===== src/rtl/sdram_cmd_sched.sv =====
// Per-access SDRAM command scheduler with periodic refresh ownership.
// Optional closed-page policy: define SDRAM_AUTO_PRECHARGE_EN.
module sdram_cmd_sched #(
    parameter int SDRAM_T_RP_PS    = 20000,
    parameter int SDRAM_T_RCD_PS   = 20000,
    parameter int SDRAM_T_RFC_PS   = 66000,
    parameter int SDRAM_T_REFI_PS  = 7800000,
    parameter int SYSCLK_PERIOD_PS = 10000
) (
    input  logic        clk,
    input  logic        rst,
    input  logic        req_valid,
    output logic        req_ready,
    input  logic [1:0]  req_bank,
    input  logic [12:0] req_row,
    input  logic [8:0]  req_col,
    input  logic        req_write,
    input  logic        row_active,
    input  logic        row_addr_match,
    input  logic        tras_done,
    input  logic        tras_all_done,
    input  logic        trc_done,
    output logic [1:0]  sdram_bank_addr,
    output logic [12:0] sdram_row_addr,
    output logic [8:0]  sdram_col_addr,
    output logic        sdram_ap,
    output logic [2:0]  cmd,
    output logic        precharge_row,
    output logic        precharge_all,
    output logic        activate_row,
    output logic        access_done
);
    localparam int RP_CYC   = (SDRAM_T_RP_PS   + SYSCLK_PERIOD_PS - 1) / SYSCLK_PERIOD_PS;
    localparam int RCD_CYC  = (SDRAM_T_RCD_PS  + SYSCLK_PERIOD_PS - 1) / SYSCLK_PERIOD_PS;
    localparam int RFC_CYC  = (SDRAM_T_RFC_PS  + SYSCLK_PERIOD_PS - 1) / SYSCLK_PERIOD_PS;
    localparam int REFI_CYC = (SDRAM_T_REFI_PS + SYSCLK_PERIOD_PS - 1) / SYSCLK_PERIOD_PS;
    localparam int WW = $clog2(RP_CYC + RCD_CYC + RFC_CYC + 1);
    localparam int RW = $clog2(REFI_CYC);

    localparam logic [2:0] CMD_NOP = 3'd0, CMD_ACT = 3'd1, CMD_PRE = 3'd2, CMD_PREALL = 3'd3,
                           CMD_READ = 3'd4, CMD_WRITE = 3'd5, CMD_REFRESH = 3'd6;

    typedef enum logic [2:0] {
        IDLE, CHECK, TRP_WAIT, TRCD_WAIT, REF_PREALL, REF_TRP, REF_TRFC
    } state_t;

    state_t        state_q, state_d;
    logic [WW-1:0] wcnt_q, wcnt_d;
    logic [RW-1:0] rcnt_q, rcnt_d;
    logic          ref_pending_q, ref_pending_d;
    logic          ret_idle_q, ret_idle_d;
    logic [1:0]    bank_q, bank_d;
    logic [12:0]   row_q, row_d;
    logic [8:0]    col_q, col_d;
    logic          write_q, write_d;
    logic          ref_expire;

    assign sdram_bank_addr = bank_q;
    assign sdram_row_addr  = row_q;
    assign sdram_col_addr  = col_q;

    always_comb begin
        state_d       = state_q;
        wcnt_d        = (wcnt_q != '0) ? wcnt_q - WW'(1) : '0;
        ret_idle_d    = ret_idle_q;
        bank_d        = bank_q;
        row_d         = row_q;
        col_d         = col_q;
        write_d       = write_q;
        cmd           = CMD_NOP;
        precharge_row = 1'b0;
        precharge_all = 1'b0;
        activate_row  = 1'b0;
        access_done   = 1'b0;
        sdram_ap      = 1'b0;
        req_ready     = 1'b0;

        // Free-running refresh interval timer; a repeat expiry while pending is simply absorbed.
        ref_expire    = (rcnt_q == '0);
        rcnt_d        = ref_expire ? RW'(REFI_CYC - 1) : rcnt_q - RW'(1);
        ref_pending_d = ref_pending_q | ref_expire;

        case (state_q)
            IDLE: begin
                req_ready  = !ref_pending_q;
                ret_idle_d = 1'b0;
                if (ref_pending_q) begin
                    state_d = REF_PREALL;
                end else if (req_valid) begin
                    bank_d  = req_bank;
                    row_d   = req_row;
                    col_d   = req_col;
                    write_d = req_write;
                    state_d = CHECK;
                end
            end
            CHECK: begin
                if (row_active && row_addr_match) begin
`ifdef SDRAM_AUTO_PRECHARGE_EN
                    if (tras_done) begin
                        cmd           = write_q ? CMD_WRITE : CMD_READ;
                        access_done   = 1'b1;
                        sdram_ap      = 1'b1;
                        precharge_row = 1'b1;
                        ret_idle_d    = 1'b1;
                        wcnt_d        = WW'(RP_CYC - 2);
                        state_d       = TRP_WAIT;
                    end
`else
                    cmd         = write_q ? CMD_WRITE : CMD_READ;
                    access_done = 1'b1;
                    state_d     = IDLE;
`endif
                end else if (row_active) begin
                    if (tras_done) begin
                        cmd           = CMD_PRE;
                        precharge_row = 1'b1;
                        wcnt_d        = WW'(RP_CYC - 2);
                        state_d       = TRP_WAIT;
                    end
                end else if (trc_done) begin
                    cmd          = CMD_ACT;
                    activate_row = 1'b1;
                    wcnt_d       = WW'(RCD_CYC - 2);
                    state_d      = TRCD_WAIT;
                end
            end
            TRP_WAIT: begin
                if (wcnt_q == '0) state_d = ret_idle_q ? IDLE : CHECK;
            end
            TRCD_WAIT: begin
                if (wcnt_q == '0) state_d = CHECK;
            end
            REF_PREALL: begin
                if (tras_all_done) begin
                    cmd           = CMD_PREALL;
                    precharge_all = 1'b1;
                    wcnt_d        = WW'(RP_CYC - 1);
                    state_d       = REF_TRP;
                end
            end
            REF_TRP: begin
                // REFRESH itself lands on the RP_CYC-th cycle after PREALL.
                if (wcnt_q == '0) begin
                    cmd     = CMD_REFRESH;
                    wcnt_d  = WW'(RFC_CYC - 2);
                    state_d = REF_TRFC;
                end
            end
            REF_TRFC: begin
                if (wcnt_q == '0) begin
                    ref_pending_d = ref_expire;
                    state_d       = IDLE;
                end
            end
            default: state_d = IDLE;
        endcase
    end

    always_ff @(posedge clk or posedge rst) begin
        if (rst) begin
            state_q       <= IDLE;
            wcnt_q        <= '0;
            rcnt_q        <= RW'(REFI_CYC - 1);
            ref_pending_q <= 1'b1;
            ret_idle_q    <= 1'b0;
            bank_q        <= '0;
            row_q         <= '0;
            col_q         <= '0;
            write_q       <= 1'b0;
        end else begin
            state_q       <= state_d;
            wcnt_q        <= wcnt_d;
            rcnt_q        <= rcnt_d;
            ref_pending_q <= ref_pending_d;
            ret_idle_q    <= ret_idle_d;
            bank_q        <= bank_d;
            row_q         <= row_d;
            col_q         <= col_d;
            write_q       <= write_d;
        end
    end
endmodule


===== config.mk =====
export PLATFORM = sky130hd
export DESIGN_NAME = sdram_cmd_sched
export DESIGN_NICKNAME = d
export VERILOG_FILES = /design/src/rtl/sdram_cmd_sched.sv
export SDC_FILE = /design/constraint.sdc
export NUM_CORES = 1
export LEC_CHECK = 0
export CELL_PAD_IN_SITES_DETAIL_PLACEMENT = 0
export CELL_PAD_IN_SITES_GLOBAL_PLACEMENT = 1
export CORE_MARGIN = 1.5
export CORE_UTILIZATION = 35
export CTS_CLUSTER_DIAMETER = 40
export DETAILED_ROUTE_END_ITERATION = 7
export PLACE_DENSITY = 0.88
export REMOVE_ABC_BUFFERS = 1
export SLEW_MARGIN = 20
export SYNTH_ARGS = -nofsm -noshare
export SYNTH_HDL_FRONTEND = slang
export SYNTH_SLANG_ARGS = --single-unit

===== constraint.sdc =====
create_clock -name clk -period 1.8 [get_ports clk]
set_input_delay 0.18 -clock clk [delete_from_list [all_inputs] [get_ports clk]]
set_output_delay 0.18 -clock clk [all_outputs]
set_load 0.005 [all_outputs]

Word level (Yosys, flattened, before mapping)
Cells that the tools add are included.
- equality and inequality tests: 14
- mux-type cells: 43
- divide/modulo/power cells: 0
- $add $sub $neg: 2
- $lt $le $gt $ge: 0
- reduce and logical (&&, ||, !) cells: 9
- shifts and indexed selects: 0
- multiply operators: 0
- bitwise logic cells: 2
- operators by type and width (cell ; count):
    $mux 3 ; 13
    $mux 4 ; 7
    $pmux 3 s6 ; 1
    $mux 1 ; 17
    $pmux 4 s3 ; 1
    $logic_not 10->1 ; 1
    $mux 10 ; 1
    $ne 2x2->1 const B ; 5
    $sub 10x1->10 const B ; 1
    $eq 3x3->1 const B ; 3
    $pmux 3 s3 ; 1
    $ne 4x4->1 const B ; 2
    $reduce_and 8->1 ; 1
    $eq 3x2->1 const B ; 2
    $logic_not 4->1 ; 1
    $mux 2 ; 2
    $reduce_bool 4->1 ; 1
    $sub 4x1->4 const B ; 1
    $eq 3x1->1 const B ; 1
    $logic_not 3->1 ; 1
    $ne 3x3->1 const B ; 1
    $reduce_and 3->1 ; 1
    $reduce_or 2->1 ; 1
    $logic_and 1x1->1 ; 1
    other kinds (3) ; 3
- memories kept: 0
- input bits: 33
- RAM bits: 0
- bits in latches: 0
- register bits: 43
- output and inout port bits: 33
- word-level logic and storage cells: 78
- memory bits (read-only): 0

Depth between registers and ports, before layout
Gate-level depths: netlist of the first run.
- word-level depth: 6
- gate-level depth with buffers: 5

Worst setup path after synthesis of the first run
OpenSTA, ideal clock, no wires.
- path kind: register to register
- from: register rcnt_q[0]
- to: register rcnt_q[6]
- required time: 1.717 ns
- setup slack: 0.119 ns
- path buffers: 0
- period minus slack after synthesis: 1.681 ns
- setup time: 0.083 ns
- cell stages (with the launch flop): 6
- arrival: 1.598 ns
- cell sequence: dfstp_2 inv_1 ha_1 or3b_2 or4_1 o21ai_0
- word-level cells in the longest chain between the ends: 2
- ends and longest elaborated chain (element ; line ; text):
    from (decl) ; 49 ; logic [RW-1:0] rcnt_q, rcnt_d;
    from (signal assigned) ; 164 ; rcnt_q <= RW'(REFI_CYC - 1);
    from (signal assigned) ; 174 ; rcnt_q <= rcnt_d;
    $sub 10x1->10 or $logic_not 10->1 (tied branches) ; 80, 79 ;
    $mux 10 (*) ; 80 ; rcnt_d = ref_expire ? RW'(REFI_CYC - 1) : rcnt_q - RW'(1);
    via rcnt_d[6] ; 49 ;
The timed path passes the listed nets; every way through them passes the cells marked *.
A chain may end at the register's enable or synchronous reset.

Final worst setup path of the first run
- from: register state_q[2]
- to: output precharge_all
- word-level cells in the longest chain between the ends: 2
- ends and longest elaborated chain (element ; line ; text):
    from (decl) ; 47 ; state_t state_q, state_d;
    from (signal assigned) ; 172 ; state_q <= state_d;
    $eq 3x3->1 ; 83 ; case (state_q)
    $mux 1 ; 83 ;
    to (decl) ; 29 ; output logic precharge_all,
No other way between the ends.

==> impl_metrics.json, run 1 <==
{
  "place_hpwl_um": 3130,
  "fillCellCount": 494,
  "period_needed_ns": 1.74,
  "drt_iter0_drc": 43,
  "worstSetupStartpointType": "flop",
  "drt_first_pass_iters": 4,
  "path_cells": "buf_4, buf_6, nor2b_4, and2_4, buf_4, dlygate4sd2_1",
  "crit_path_end_kind": "primary output",
  "grt.overflow.total": 0,
  "numCtsBuffers": 5,
  "grt_antenna_before_repair": 0,
  "power.density_mw_per_mm2": 1200,
  "grt_pass1_wl_um": 7550,
  "max_stage_delay_ns": 0.39,
  "maxSlewViolCount": 0,
  "min_period_over_period_pct": 96.4,
  "drt-total-wl_um": 4640,
  "gp_congestion": 0.785,
  "crit_required_ns": 1.62,
  "status": "completed",
  "drc": 0,
  "reg2reg_from": "rcnt_q[0]",
  "clock_skew_ns": 0.00421,
  "clockRootBuffer": "clkbuf_8",
  "cts.sinks": 43,
  "start_util_pct": 36.4,
  "max_freq_mhz": 576,
  "die_x_um": 79.0,
  "rows": 27,
  "drive_gt1_share_pct": 34.3,
  "cp_max_fo": 5,
  "cts_buffer_depth": 2,
  "cts_tree": "done",
  "clk_pin_slew_ns": 0.08,
  "path_class": "flop to primary output",
  "cpMaxStageDelayCell": "dfrtp_1",
  "grt_setup_unrepaired": "no",
  "fin_util_pct": 56.3,
  "grt_pass1_vias": 1618,
  "ys_ff_latch": 43,
  "vdd_ir_drop_max_mv": 0.589,
  "critPathTopFamily": "buffers and inverters",
  "arrival_ns": 1.56,
  "timing.reg2reg.setup_slack_ns": 0.10,
  "clock_latency_ns": 0.29,
  "fin_setup_tns_ns": 0,
  "drv_cap": 0,
  "wl_per_cell_um": 13.8,
  "netlist_area_sq_mm": 0.00202,
  "synth.avg_cell_area_sq_um": 11.9,
  "hold_buffers": 0,
  "final_area_sq_mm": 0.00312,
  "place_area_sq_mm": 0.00288,
  "die_y_um": 79.0,
  "grt_max_degree": 44,
  "hold_violations": 0,
  "nNetsFinal": 301,
  "ant_nets": 0,
  "yosysUniqueCellTypes": 44,
  "syn_inst": 170,
  "reg2regPathDepth": 5,
  "die-area_sq_mm": 0.00623,
  "worst_path_most_repeated_cell": "buf_4",
  "ios": 66,
  "p_leak_nw": 1.40,
  "hold_path_class": "primary input to async pin",
  "portBuffers": 64,
  "grt_use_total_pct": 15.3,
  "ys_seq_area_share_pct": 53.7,
  "core-area_sq_mm": 0.00554,
  "area_growth_pct": 54.3,
  "n_antenna_cell": 0,
  "via_per_inst": 4.85,
  "htreeDepth": 2,
  "vias": 1634,
  "crit_buf_inv": 4,
  "r2r_end": "rcnt_q[6]",
  "setup_viol": 0,
  "yosysWarnings": 0
}
-- metal layers --
layer | GRT usage [%] | vias to the layer above | wire length, um
li1 | - | 794 | -
met4 | 3.16 | 0 | 66
met1 | 19.6 | 795 | 2030
met3 | 3.22 | 10 | 159
met5 | 0 | - | 0
met2 | 26.6 | 35 | 2390
-- placed cells by master, fill, tap and decap left out, drive strengths merged, types with 2 or more instances in the layout --
master / Yosys / routed
a211o: 2 / 2
a211oi: 2 / 2
a21oi: 5 / 5
and2: 2 / 2
buf: 5 / 35
clkbuf: 4 / 7
clkdlybuf4s50: 0 / 56
dfrtp: 37 / 37
dfstp: 6 / 6
dlygate4sd2: 0 / 5
ha: 4 / 4
inv: 6 / 6
mux2: 25 / 25
mux2i: 2 / 2
nand2: 6 / 6
nand2b: 3 / 3
nand3: 2 / 2
nand3b: 3 / 3
nand4b: 2 / 2
nor2: 9 / 9
nor2b: 4 / 4
nor3: 3 / 3
nor3b: 2 / 2
nor4: 2 / 2
o21ai: 10 / 10
o31ai: 4 / 4
or3: 2 / 2
or3b: 4 / 4
or4: 3 / 3
-- power by group --
part	switching (mW)	internal [mW]
combinational	0.642	1.13
sequential	0.159	1.24
clock	0.309	0.273
-- cells by family (layout without fill, tap and decap cells) --
group	after synthesis	after routing	share of synthesized area, %
xor+xnor	2	2	0.868
mux	27	27	14.9
buf+inv	15	110	3.22
other cells	1	1	0.186
compound gates	28	28	9.05
flops	43	43	53.7
fa+ha+maj	4	4	2.48
simple gates	50	50	15.6
-- timing repair --
item,in CTS,in global routing
pin swaps,2,3
buffers inserted,9,3
resized for setup,31,10
setup endpoints to repair,8,5
cloned,0,0
-- flip-flops by register name, summed over array words and instances (netlist names) --
name,count
sdram_row_addr,13
rcnt_q,10
sdram_col_addr,9
wcnt_q,4
state_q,3
sdram_bank_addr,2
ref_pending_q,1
write_q,1
-- stage by stage --
step | setup slack, ns | std cells | total power, mW | hold WS [ns]
2_1_floorplan | 0.119 | 161 | 2.03 | 0.331
3_3_place_gp | -0.141 | 317 | 2.84 | 0.444
3_5_place_dp | -0.162 | 317 | 2.88 | 0.447
4_1_cts | -0.0473 | 334 | 3.67 | 0.260
5_1_grt | 0.00219 | 337 | 3.99 | 0.273
6_report | 0.0643 | 337 | 3.75 | 0.247
-- worst max path at each step --
stage / to / slack [ns] / cells after the start / start
6_report: precharge_all / 0.06 / 6 / state_q[2]
5_1_grt: rcnt_q[6] / 0.002 / 5 / rcnt_q[0]
4_1_cts: cmd[0] / -0.05 / 5 / state_q[1]
3_5_place_dp: cmd[1] / -0.16 / 7 / wcnt_q[1]
3_3_place_gp: cmd[1] / -0.14 / 7 / wcnt_q[0]
2_1_floorplan: rcnt_q[6] / 0.12 / 5 / rcnt_q[0]
-- synth_stat cells --
master / instances / area (sq um)
or2_2: 1 / 6.26
nand2_1: 5 / 18.8
and2_1: 2 / 12.5
nand2_2: 1 / 6.26
buf_4: 1 / 7.51
conb_1: 1 / 3.75
a22o_1: 1 / 8.76
buf_2: 4 / 20.0
mux2i_1: 2 / 20.0
a211o_1: 1 / 8.76
a211o_2: 1 / 10.0
a211oi_1: 2 / 15.0
a22oi_1: 1 / 7.51
or4b_1: 1 / 10.0
o32a_1: 1 / 10.0
inv_1: 6 / 22.5
nand3b_1: 3 / 22.5
nor4bb_1: 1 / 10.0
dfstp_2: 6 / 158
dfrtp_1: 37 / 926
nand2b_1: 3 / 18.8
nand3_1: 2 / 10.0
xor2_1: 1 / 8.76
nand4b_1: 2 / 17.5
nor3_1: 3 / 15.0
o21ai_1: 1 / 5.00
nor2b_1: 4 / 25.0
a21oi_1: 5 / 25.0
clkbuf_1: 4 / 15.0
mux2_2: 25 / 282
ha_1: 4 / 50.1
xnor2_1: 1 / 8.76
or3_1: 1 / 6.26
or3_4: 1 / 11.3
o21ai_0: 9 / 45.0
a21o_1: 1 / 7.51
nor3b_1: 2 / 15.0
nor4_2: 1 / 12.5
nor2_1: 9 / 33.8
o211a_1: 1 / 10.0
o31ai_1: 4 / 30.0
or3b_2: 4 / 35.0
nor4_1: 1 / 6.26
or4_1: 3 / 22.5
-- worst reg2reg max path, cell delays in order (launching register included) --
cell     delay (ns)
dfstp_2        0.38
inv_1          0.07
ha_2           0.19
or3b_2         0.45
or4_1          0.41
o21ai_1        0.12
-- layout make-up --
type	instances	area (sq um)	area share [%]
well taps	72	90.1	2.89
repair buffers	96	900	28.9
inverters	6	22.5	0.723
clock inverters	1	5.00	0.161
multi-input cells	112	940	30.1
flip-flops and latches	43	1080	34.8
clock buffers	7	76.3	2.45
(Power assumes the default switching activity.)
==> run 2, diff against run 1 <==
CORE_UTILIZATION = 45   (was 35)
DONT_BUFFER_PORTS = 1   (was not set)
PLACE_DENSITY = 0.83   (was 0.88)
==> run 2 against run 1 <==
Against the previous run:
- wire length is 14% lower
- worst setup slack better by 0.0045 ns
- fmax is 0.26% higher
- power is 15% lower
- sequential share of layout area is 12 points higher
- flip-flop and latch count stayed put
- core utilization is 2.3 points lower
- cell count is 31% lower
- sequential power is 4% higher
==> impl_metrics.json, run 2 (synthesized netlist as in run 1, its figures left out) <==
{
  "status": "completed",
  "max_slew.worst_pin.slew_ns": 0.523,
  "worstHoldPathCells": 1,
  "htreeDepth": 2,
  "power.density_mw_per_mm2": 1370,
  "final_area_sq_mm": 0.00233,
  "reg2reg_from": "rcnt_q[0]",
  "start_util_pct": 46.7,
  "ant_nets": 0,
  "grt_pass1_wl_um": 6400,
  "hold_path_class": "primary input to flop",
  "drt-total-wl_um": 3990,
  "drc": 0,
  "die_y_um": 70.0,
  "largest_register_ffs": 13,
  "nNetsFinal": 218,
  "grt_use_total_pct": 16.5,
  "dp_cells": 221,
  "p_seq_share_pct": 45.6,
  "setup_viol": 0,
  "stdcell_count": 234,
  "area_growth_pct": 15.5,
  "portBuffers": 0,
  "max_freq_mhz": 578,
  "crit_required_ns": 2.02,
  "min-delay-start": "req_row[5]",
  "clkPwrFrac_pct": 24.0,
  "power_frac_comb_pct": 30.4,
  "place_hpwl_um": 2750,
  "grt_pass1_vias": 1349,
  "period_needed_ns": 1.73,
  "drive_gt1_share_pct": 39.0,
  "rows": 24,
  "ios": 66,
  "grt_max_degree": 44,
  "drt_first_pass_iters": 4,
  "n_antenna_cell": 0,
  "switching_share_pct": 30.7,
  "drt_iter0_drc": 108,
  "holdWs_ns": 0.0294,
  "cts_tree": "done",
  "p_int_mw": 2.22,
  "cp_max_fo": 4,
  "min_period_over_period_pct": 96.2,
  "via_per_inst": 5.74,
  "setup_slack_ns": 0.0688,
  "worstSetupStartpointType": "flop",
  "wl_per_cell_um": 17.0,
  "clockRootBuffer": "clkbuf_8",
  "core-area_sq_mm": 0.00432,
  "dp_slack_ns": -0.0141,
  "vias": 1344,
  "drv_cap": 0,
  "maxSlewViolCount": 0,
  "cts.sinks": 43,
  "layout_commonest_cell": "dfrtp_1",
  "clock_skew_ns": 0.00489,
  "layout_common_cells": "dfrtp_1 (37), mux2_2 (25), buf_4 (11)",
  "reg2regPathDepth": 5,
  "clock_latency_ns": 0.29,
  "switchingPower_uw": 981,
  "p_leak_nw": 1.05,
  "place_area_sq_mm": 0.00210,
  "grt_antenna_before_repair": 0,
  "vdd_ir_drop_max_mv": 0.444,
  "cts_buffer_depth": 2,
  "arrival_ns": 1.95,
  "crit_path_end_kind": "flop",
  "path_class": "flop to flop",
  "power.total_mw": 3.20,
  "clk_pin_slew_ns": 0.08,
  "numCtsBuffers": 5,
  "fin_util_pct": 53.9,
  "setup.worst_path.start": "rcnt_q[0]",
  "relSlewSlack_pct": 65.2,
  "fin_setup_tns_ns": 0,
  "grt.overflow.total": 0,
  "die-area_sq_mm": 0.00490,
  "die_x_um": 70.0,
  "gp_congestion": 0.865,
  "hold_violations": 0
}
[run 2: final cells by class]
cell class | instances | area, sq um
clock inverter | 2 | 35.0
timing repair buffer | 13 | 104
tap | 52 | 65.1
sequential | 43 | 1080
inverter | 6 | 22.5
clock buffer | 6 | 82.6
multi-input combinational | 112 | 940
fill | 370 | 1990
[run 2: repair_timing]
item,CTS,global route
endpoints found under the hold margin,37,0
buffers inserted,0,4
resized for setup,4,15
pin swaps,1,3
setup endpoints to repair,5,21
hold buffers,1,0
cloned,0,0
[run 2: final timing paths]
kind | to | slack, ns
max | rcnt_q[6] | 0.07
min | sdram_row_addr[5] | 0.03
max reg2reg | rcnt_q[6] | 0.07
min reg2reg | rcnt_q[0] | 0.47
max in group asynchronous | rcnt_q[1] | 0.94
min in group asynchronous | sdram_col_addr[4] | 0.48
[run 2: power by group through the flow]
| stage | registers [mW] | clock network (mW) | logic (mW) |
|---|---|---|---|
| final | 1.46 | 0.768 | 0.973 |
| after global routing | 1.49 | 0.826 | 1.08 |
| after CTS | 1.45 | 0.781 | 0.862 |
| after detailed placement | 1.46 | 0 | 0.825 |
| after global placement | 1.45 | 0 | 0.779 |
| after floorplan | 1.44 | 0 | 0.589 |
[run 2: metal layers]
metal	global-route usage, %	wire, um
met1	20.9	1690
met2	26.6	2060
met3	5.05	152
met4	6.84	89
met5	0	0
[run 2: critical path, stage by stage (launching register included)]
cell and delay, ns:
dfstp_2 0.39, inv_1 0.09, ha_2 0.19, or3b_2 0.46
or4_4 0.41, o21ai_1 0.12
